### config.mk
export PLATFORM = sky130hd
export DESIGN_NAME = spart_rx_deserializer
export DESIGN_NICKNAME = d
export VERILOG_FILES = /design/src/rtl/spart_rx_deserializer.sv
export SDC_FILE = /design/constraint.sdc
export NUM_CORES = 1
export LEC_CHECK = 0
export CAP_MARGIN = 20
export CORE_MARGIN = 10
export CORE_UTILIZATION = 30
export CTS_CLUSTER_DIAMETER = 200
export DETAILED_ROUTE_END_ITERATION = 7
export HOLD_SLACK_MARGIN = 0.05
export PLACE_DENSITY = 0.54
export SKIP_LAST_GASP = 1
export SYNTH_ARGS = -nofsm -noshare
export SYNTH_HDL_FRONTEND = slang
export SYNTH_SLANG_ARGS = --single-unit
### constraint.sdc
create_clock -name clk -period 1.7 [get_ports clk]
set_input_delay 0.255 -clock clk [delete_from_list [all_inputs] [get_ports clk]]
set_output_delay 0.255 -clock clk [all_outputs]
set_load 0.02 [all_outputs]
### src/rtl/spart_rx_deserializer.sv
// spart_rx_deserializer: 8N1 UART receiver with valid/ready output; define SPART_RX_MAJORITY_EN for 2-of-3 mid-bit voting
module spart_rx_deserializer #(
  parameter int DB_W        = 13,
  parameter int SYNC_STAGES = 2
) (
  input  logic            clk,
  input  logic            rst,
  input  logic            RX,
  input  logic [DB_W-1:0] db_div,
  output logic [7:0]      rx_data,
  output logic            rx_valid,
  input  logic            rx_ready,
  output logic            frame_err,
  output logic            overrun,
  output logic            rx_busy
);
  typedef enum logic [2:0] {IDLE, START, DATA, STOP, BRK} state_t;
  state_t state;
  logic [SYNC_STAGES-1:0] sync;
  logic [DB_W-1:0] cnt, db_q;
  logic [2:0] bitcnt;
  logic [7:0] shreg;
  logic rxs, tick, sample;
  assign rxs = sync[SYNC_STAGES-1];
  assign tick = cnt == '0;
  assign rx_busy = state != IDLE;
`ifdef SPART_RX_MAJORITY_EN
  logic v2, v1;
  assign sample = (v2 & v1) | (v2 & rxs) | (v1 & rxs);
`else
  assign sample = rxs;
`endif
  always_ff @(posedge clk) begin
    if (rst) begin
      state     <= IDLE;
      sync      <= '1;
      cnt       <= '0;
      db_q      <= '0;
      bitcnt    <= '0;
      shreg     <= '0;
      rx_data   <= '0;
      rx_valid  <= 1'b0;
      frame_err <= 1'b0;
      overrun   <= 1'b0;
    end else begin
      sync      <= {sync[SYNC_STAGES-2:0], RX};
      frame_err <= 1'b0;
      overrun   <= 1'b0;
      cnt       <= tick ? db_q : cnt - 1'b1;
`ifdef SPART_RX_MAJORITY_EN
      if (cnt == DB_W'(2)) v2 <= rxs;
      if (cnt == DB_W'(1)) v1 <= rxs;
`endif
      if (rx_valid && rx_ready) rx_valid <= 1'b0;
      case (state)
        IDLE:  if (!rxs) begin
          state <= START;
          cnt   <= db_div >> 1;
          db_q  <= db_div;
        end
        START: if (tick) begin
          state  <= sample ? IDLE : DATA;
          bitcnt <= '0;
        end
        DATA:  if (tick) begin
          shreg  <= {sample, shreg[7:1]};
          bitcnt <= bitcnt + 1'b1;
          if (bitcnt == 3'd7) state <= STOP;
        end
        STOP:  if (tick) begin
          if (!sample) begin
            frame_err <= 1'b1;
            state     <= BRK;
          end else begin
            state <= IDLE;
            // a handshake in this same cycle frees the slot for the new byte
            if (rx_valid && !rx_ready) overrun <= 1'b1;
            else begin
              rx_data  <= shreg;
              rx_valid <= 1'b1;
            end
          end
        end
        BRK:   if (rxs) state <= IDLE;
        default: state <= IDLE;
      endcase
    end
  end
endmodule

# ---- Word-level counts from Yosys, hierarchy flattened
# Index checks and enable logic that the tools add are counted.
dict set report classes {
  n_addsub 2
  n_eq_ne 11
  muxes 22
  bitwise 4
  n_reduce_logical 14
}
# operator n
set ops {}
lappend ops {{$mux W13} 3}
lappend ops {{$mux W3} 9}
lappend ops {{$pmux W3 S5} 1}
lappend ops {{$logic_not A13 Y1} 1}
lappend ops {{$sub A13 B1 Y13 const B} 1}
lappend ops {{$ne A2 B2 Y1 const B} 6}
lappend ops {{$mux W1} 7}
lappend ops {{$eq A3 B2 Y1 const B} 2}
lappend ops {{$eq A3 B3 Y1 const B} 2}
lappend ops {{$pmux W3 S2} 1}
lappend ops {{$reduce_and A6 Y1} 1}
lappend ops {{$not A1 Y1} 4}
lappend ops {{$reduce_and A2 Y1} 2}
lappend ops {{$reduce_and A4 Y1} 1}
lappend ops {{$reduce_or A4 Y1} 1}
lappend ops {{$add A3 B1 Y3 const B} 1}
lappend ops {{$eq A3 B1 Y1 const B} 1}
lappend ops {{$logic_not A3 Y1} 1}
lappend ops {{$reduce_and A3 Y1} 1}
lappend ops {{$reduce_bool A3 Y1} 1}
lappend ops {{$reduce_or A3 Y1} 1}
lappend ops {{$logic_and A1 B1 Y1} 2}
lappend ops {{$mux W2} 1}
lappend ops {{$reduce_bool A2 Y1} 1}
lappend ops {{$logic_not A1 Y1} 1}
dict set report totals {
  reg_bits 53
  input_bits 17
  output_inout_bits 12
  wordCells 63
}

# ---- Logic depth before layout (Yosys ltp)
# Gate-level depths: netlist of the first run.
dict set report logic_depth {
  word_depth 6
  depth_mapped 8
}

# ---- Least setup slack after synthesis of the first run
# OpenSTA, ideal clock, no wires.
dict set report synth_timing {
  kind {register to register}
  startpoint {register cnt[0]}
  endpoint {register rx_data[0]}
  arrival_ps 1607
  t_required_ps 1572
  setup_slack_ps -35
  stages_incl_launch_ff 8
  n_path_buf 0
  synth_period_minus_slack_ps 1735
  path_cell_list {dfxtp_1 inv_1 ha_1 nor3b_4 nand4_4 nor3_4 mux2i_1 nor2_1}
}
dict set report synth_via {
  elab_chain_len 2
}
# element line_no
set synth_lines {}
lappend synth_lines {{start, declared} 20} ;# logic [DB_W-1:0] cnt, db_q;
lappend synth_lines {{start signal, assigned} 49} ;# cnt <= tick ? db_q : cnt - 1'b1;
lappend synth_lines {{start signal, assigned} 58} ;# cnt <= db_div >> 1;
lappend synth_lines {{$logic_not A13 Y1} 25} ;# assign tick = cnt == '0;
lappend synth_lines {{$reduce_and A4 Y1 (no source line)} --}
lappend synth_lines {{end signal, assigned} 79} ;# rx_data <= shreg;
lappend synth_lines {{end, declared} 10} ;# output logic [7:0] rx_data,
# No other way between the ends.
# A chain may end at the register's enable or synchronous reset.

# ---- Worst setup path in the final report of the first run
dict set report layout_timing {
  startpoint {register cnt[1]}
  endpoint {register rx_data[0]}
}
# The elaborated chain is that of the path after synthesis.

==> results.md, run 1 <==
* Worst-margin pin slew at 456 ps
* Post-Syn Area at 2350 µm²
* Hpwl dp at 4180 µm
* Leakage at 1.20 nW
* Starting DRT DRC Count at 104
* Status: finished with violations
* Critical path class: register to register
* Final Instance Count excl. Fillers at 428
* Total wire length at 5690 µm
* TritonRoute pass-1 iters at 4
* Die Height at 108 µm
* GP Congestion at 0.795
* Share of layout cells above drive strength 1 at 0.252
* Largest cells by area after synthesis: dfxtp_1, mux2i_1, nand2_1
* Synth top cells by count: dfxtp_1, nand2_1, nor2_1
* Final Max Slew Viols at 0
* Async S/R FF share, synth at 0
* Synth top area share at 0.452
* Clock sinks at 53
* Full die area at 11800 µm²
* Clock skew at 11.1 ps
* GRT Total Usage at 0.0991
* Pwr Total at 4.21 mW
* Worst hold-check path type: input pin to register
* Prevailing post-synth register cell: dfxtp_1
* Initial core utilization at 0.307
* Core Box Area at 7650 µm²
* Chip width at 108 µm
* Reg clk slew, reported paths at 110 ps
* Antenna violations before repair at 0
* Nets at 346
* RSZ-0062 raised after global routing: true
* Worst Slack Setup Final at -55.7 ps
* DRT antenna net count at 0
* Largest net degree at the start of global routing at 27
* Crit path max fanout at 8
* Crit. End Element: register
* Yosys reg bits at 53
* Fillers at 754
* Clock Latency Late Sink at 320 ps
* First-pass GRT wire length at 9600 µm
* Avg Inst Size Synth at 8.85 µm²
* # setup viols final at 11
* Remaining global-route overflow at 0
* Slew headroom at 0.696
* Leading area contributor after synthesis: dfxtp_1
* Vias in the first global route at 1994
* Final antenna diode count at 0
* Pwr dens at 1300 nW/µm²
* Post-Syn Nets at 286
* Routed vias at 2044
* Wire per inst at 13.3 µm
* Max-Cap Viols at 0
* Syn. warnings at 0
* TritonCTS clock tree: built
* IO buf count at 28
* Root Driver: clkbuf_8
* Post-synthesis cell type count at 41
* Placed cells at 415
* Worst EP arrival at 1970 ps
* Cell with the most instances after synthesis: dfxtp_1
* Syn Inst Count at 265
* Drt drc at 0
* Fin crit period at 1760 ps
* Num CTS Buffers at 5
* Number of flops mapped to enable cells by yosys at 0
* # H-tree levels at 2
* Register area share after synthesis at 0.452
* Fin. Hold Viols at 0
* Peak Freq at 570 MHz
* I/O pins at 29
* Area grow syn2layout at 37.8%
* Final setup TNS at -437 ps
* CTS Buffer Depth at 2
* DR vias/cell at 4.78
* FP Rows at 32
* Failing checks: negative setup slack
* CP required at 1910 ps
* Period Utilization, post-route at 1.03
* Startpoint types: register
* Max VDD drop at 563 µV
-- metrics by stage --
stage | hold WS, ps | setup WS, ps | utilization | cell area, µm²
6_report | 360 | -55.7 | 0.423 | 3230
3_5_place_dp | 393 | -139 | 0.389 | 2970
3_3_place_gp | 397 | -90.6 | 0.389 | 2970
5_1_grt | 398 | -171 | 0.423 | 3230
4_1_cts | 351 | -44.5 | 0.410 | 3130
2_1_floorplan | 359 | 12.6 | - | 2350
-- registers in the layout, summed over array words and instances (netlist names) --
name       count
cnt           13
db_q          13
rx_data        8
shreg          8
bitcnt         3
state          3
sync           2
frame_err      1
overrun        1
rx_valid       1
-- routing by layer --
metal	wire [µm]	global-route usage	share of wire	vias up
met4	82	0.0377	0.014	0
met2	2660	0.156	0.47	23
met1	2800	0.131	0.49	946
li1	-	-	-	1070
met3	148	0.0190	0.026	5
met5	0	0	0	-
-- power breakdown --
part	switching, mW	internal [mW]
clock network	0.453	0.307
logic	0.969	0.983
registers	0.133	1.37
-- worst paths after layout --
path	cells after the start	endpoint	slack (ps)	from
max reg2reg	9	rx_data[0]$_SDFFE_PP0P_	-60	cnt[1]$_SDFF_PP0_
min	2	shreg[5]$_SDFFE_PP0P_	360	rst
max	9	rx_data[0]$_SDFFE_PP0P_	-60	cnt[1]$_SDFF_PP0_
min reg2reg	1	sync[1]$_SDFF_PP1_	420	sync[0]$_SDFF_PP1_
-- cell families (layout without fill, tap and decap cells) --
| group | after synthesis | after routing | synth area share |
|---|---|---|---|
| AOI/OAI and AO/OA | 58 | 58 | 0.153 |
| xor gates and xnor gates | 5 | 5 | 0.0187 |
| adders and majority gates | 4 | 4 | 0.0213 |
| buffers and inverters | 19 | 80 | 0.0320 |
| DFF | 53 | 53 | 0.452 |
| muxes | 17 | 17 | 0.0725 |
| and+or+nand+nor | 109 | 109 | 0.250 |
-- cell type report --
| cell class | instances | area (µm²) | share of cell area |
|---|---|---|---|
| clock buffer | 5 | 68.8 | 0.0213 |
| clock inverter | 3 | 26.3 | 0.00813 |
| inverter | 5 | 18.8 | 0.00580 |
| multi-input combinational | 193 | 1320 | 0.407 |
| sequential | 53 | 1060 | 0.329 |
| tap | 102 | 128 | 0.0395 |
| timing repair buffer | 67 | 612 | 0.189 |
-- worst max-delay path, cell delays in order, from the launching register on --
cell	delay, ps
dfxtp_2	340
inv_2	80
ha_4	130
nor3b_4	230
buf_4	160
nand4_4	130
nor3_4	190
buf_12	160
mux2i_1	180
nor2_1	50
-- timing repair --
action                                  CTS  global route
endpoints found under the setup margin   35            39
endpoints found under the hold margin     0             0
resized for setup                        14            23
setup buffers                             2             3
hold buffers                              0             0
pin swaps                                 3             9
gates cloned                              0             0
-- layout by cell type (no fill, tap or decap), types with 4 or more instances in the layout --
master            n
o21ai_0           6
a21oi_1          17
mux2i_1          17
dfxtp_1          50
buf_4            34
clkdlybuf4s50_1  26
xnor2_1           4
nor3_1            7
clkbuf_8          5
nand2b_1          4
o21ai_1           9
o32ai_1           4
o22ai_1           5
nor2_1           24
or2_2             4
nand2_1          35
Note: power is estimated with default switching activity, not from simulation.
==> run 2, diff against run 1 <==
--- a/config.mk
+++ b/config.mk
@@ -11,7 +11,7 @@
 export CTS_CLUSTER_DIAMETER = 200
 export DETAILED_ROUTE_END_ITERATION = 7
 export HOLD_SLACK_MARGIN = 0.05
-export PLACE_DENSITY = 0.54
+export PLACE_DENSITY = 0.52
 export SKIP_LAST_GASP = 1
 export SYNTH_ARGS = -nofsm -noshare
 export SYNTH_HDL_FRONTEND = slang
==> constraint.sdc (replaced) <==
create_clock -name clk -period 2.3 [get_ports clk]
set_input_delay 0.345 -clock clk [delete_from_list [all_inputs] [get_ports clk]]
set_output_delay 0.345 -clock clk [all_outputs]
set_load 0.02 [all_outputs]
==> run 2 against run 1 <==
Effect of this change:
- the flow now finishes without violations
- register-to-register slack improved by 330 ps
- critical endpoint is now rx_busy
- sequential power fell by 27%
- power fell by 35%
- non-clock buffer count down 32
- first-iteration DRC count grew 20%
==> results.md, run 2 (same netlist as run 1, synthesis figures left out) <==
* Status: complete, no violations
* Core Box Area at 7650 µm²
* Worst r2r src: cnt[0]$_SDFF_PP0_
* Final Max Slew Viols at 0
* Met3 wire len at 172 µm
* Crit-path max cell delay at 550 ps
* Largest net degree at the start of global routing at 26
* CP required at 1960 ps
* Clock Latency Late Sink at 310 ps
* Worst hold-check path type: register to register
* Clock skew at 11.8 ps
* Critical path depth at 3
* Drt drc at 0
* Crit. End Element: output port
* Root Driver: clkbuf_8
* Critical path origin: state[0]$_SDFFE_PP0P_
* Vias in the first global route at 1795
* Period Utilization, post-route at 0.883
* # resized after CTS at 0
* Hold buffer count at CTS at 0
* Max VDD drop at 395 µV
* Hold wc startpoint: sync[0]$_SDFF_PP1_
* DRT antenna net count at 0
* FP Rows at 32
* Wire per inst at 13.7 µm
* Max-Cap Viols at 0
* Chip width at 108 µm
* Critical-path cell list: buf_4 > or3_1 > clkdlybuf4s50_1
* TritonRoute pass-1 iters at 4
* Post CTS Setup Buffer Count at 0
* IO buf count at 28
* TritonCTS clock tree: built
* GP Congestion at 0.860
* Area grow syn2layout at 22.9%
* Commonest non-fill, non-tap cell in the layout: dfxtp_1
* Nets at 314
* Critical path class: register to output port
* # setup viols final at 0
* Fillers at 784
* Full die area at 11800 µm²
* GRT Total Usage at 0.0927
* Hpwl dp at 3920 µm
* Share of layout cells above drive strength 1 at 0.102
* Startpoint types: register
* Initial core utilization at 0.307
* Total wire length at 5420 µm
* First-pass GRT wire length at 8860 µm
* Largest registers: cnt: 13 flops, db_q: 13 flops
* Fin crit period at 2030 ps
* Pwr dens at 951 nW/µm²
* Worst-margin pin slew at 498 ps
* Worst EP arrival at 1680 ps
* Area occupied by multi-input gates at 1210 µm²
* DR vias/cell at 4.83
* Highest Signal Layer: met4
* CTS Buffer Depth at 2
* Num CTS Buffers at 5
* Reg clk slew, reported paths at 90 ps
* Worst path slowest cell: clkdlybuf4s50_1
* FF+latch area at 1060 µm²
* Commonest non-fill, non-tap cells in the layout: dfxtp_1, nand2_1, clkdlybuf4s50_1, nor2_1
* RSZ-0062 raised after global routing: false
* Fin. Hold Viols at 0
* I/O pins at 29
* Final setup TNS at 0 ps
* Clock sinks at 53
* Buffers plus inverters on the worst setup path at 2
* Starting DRT DRC Count at 125
* Detail Route met2 WL at 2410 µm
* Slew headroom at 0.665
* Final antenna diode count at 0
* # H-tree levels at 2
* M1 WL at 2750 µm
* Peak Freq at 493 MHz
* Pwr Total at 2.74 mW
* Crit path max-delay family: buffers and inverters
* Remaining global-route overflow at 0
* Crit path max fanout at 9
* FF-to-FF path depth at 7
* Routed vias at 1913
* Die Height at 108 µm
* Antenna violations before repair at 0
* WHS Path Cells at 1
* Leakage at 1.05 nW
## run 2: cell types whose count changed in the layout (fill, tap and decap cells not counted), sizes merged
| cell | delta |
|---|---|
| inv | -2 |
| dlygate4sd2 | -1 |
| bufinv | +2 |
| clkdlybuf4s50 | +1 |
| buf | -32 |
## run 2: final cells by class
class	instances	area share
multi-input cells	193	0.420
inverters	5	0.00651
flip-flops and latches	53	0.368
clock inverters	3	0.0239
clock buffers	5	0.0239
well taps	102	0.0443
repair buffers	35	0.114
## run 2: power breakdown
group	internal [mW]	switching, mW	total, mW
Combinational	0.363	0.517	0.881
Clock	0.438	0.319	0.757
Sequential	1.01	0.0979	1.10
Total	1.81	0.934	2.74
## run 2: metal layers
layer | GRT usage | vias up
li1 | - | 999
met1 | 0.124 | 881
met2 | 0.141 | 27
met3 | 0.0232 | 6
met4 | 0.0320 | 0
met5 | 0 | -
## run 2: final timing paths
path	end	slack, ps
worst max-delay path	rx_busy	270
worst min-delay path	sync[1]$_SDFF_PP1_	420
worst max register to register	overrun$_SDFF_PP0_	270
worst min register to register	sync[1]$_SDFF_PP1_	420
## run 2: per-stage QoR
| step | area (µm²) | setup slack (ps) | util | hold slack, ps | instances |
|---|---|---|---|---|---|
| 3_3_place_gp | 2750 | 384 | 0.359 | 400 | 388 |
| 2_1_floorplan | 2350 | 565 | - | 389 | 265 |
| 3_5_place_dp | 2750 | 348 | 0.359 | 400 | 388 |
| 4_1_cts | 2880 | 244 | 0.377 | 425 | 396 |
| 5_1_grt | 2880 | 130 | 0.377 | 428 | 396 |
| 6_report | 2880 | 270 | 0.377 | 418 | 396 |
==> run 3, diff against run 2 <==
--- a/config.mk
+++ b/config.mk
@@ -13,6 +13,7 @@
 export HOLD_SLACK_MARGIN = 0.05
 export PLACE_DENSITY = 0.52
 export SKIP_LAST_GASP = 1
+export SLEW_MARGIN = 20
 export SYNTH_ARGS = -nofsm -noshare
 export SYNTH_HDL_FRONTEND = slang
 export SYNTH_SLANG_ARGS = --single-unit
==> results of run 3 <==
No change in the layout: final DEF, timing and power equal those of run 2.
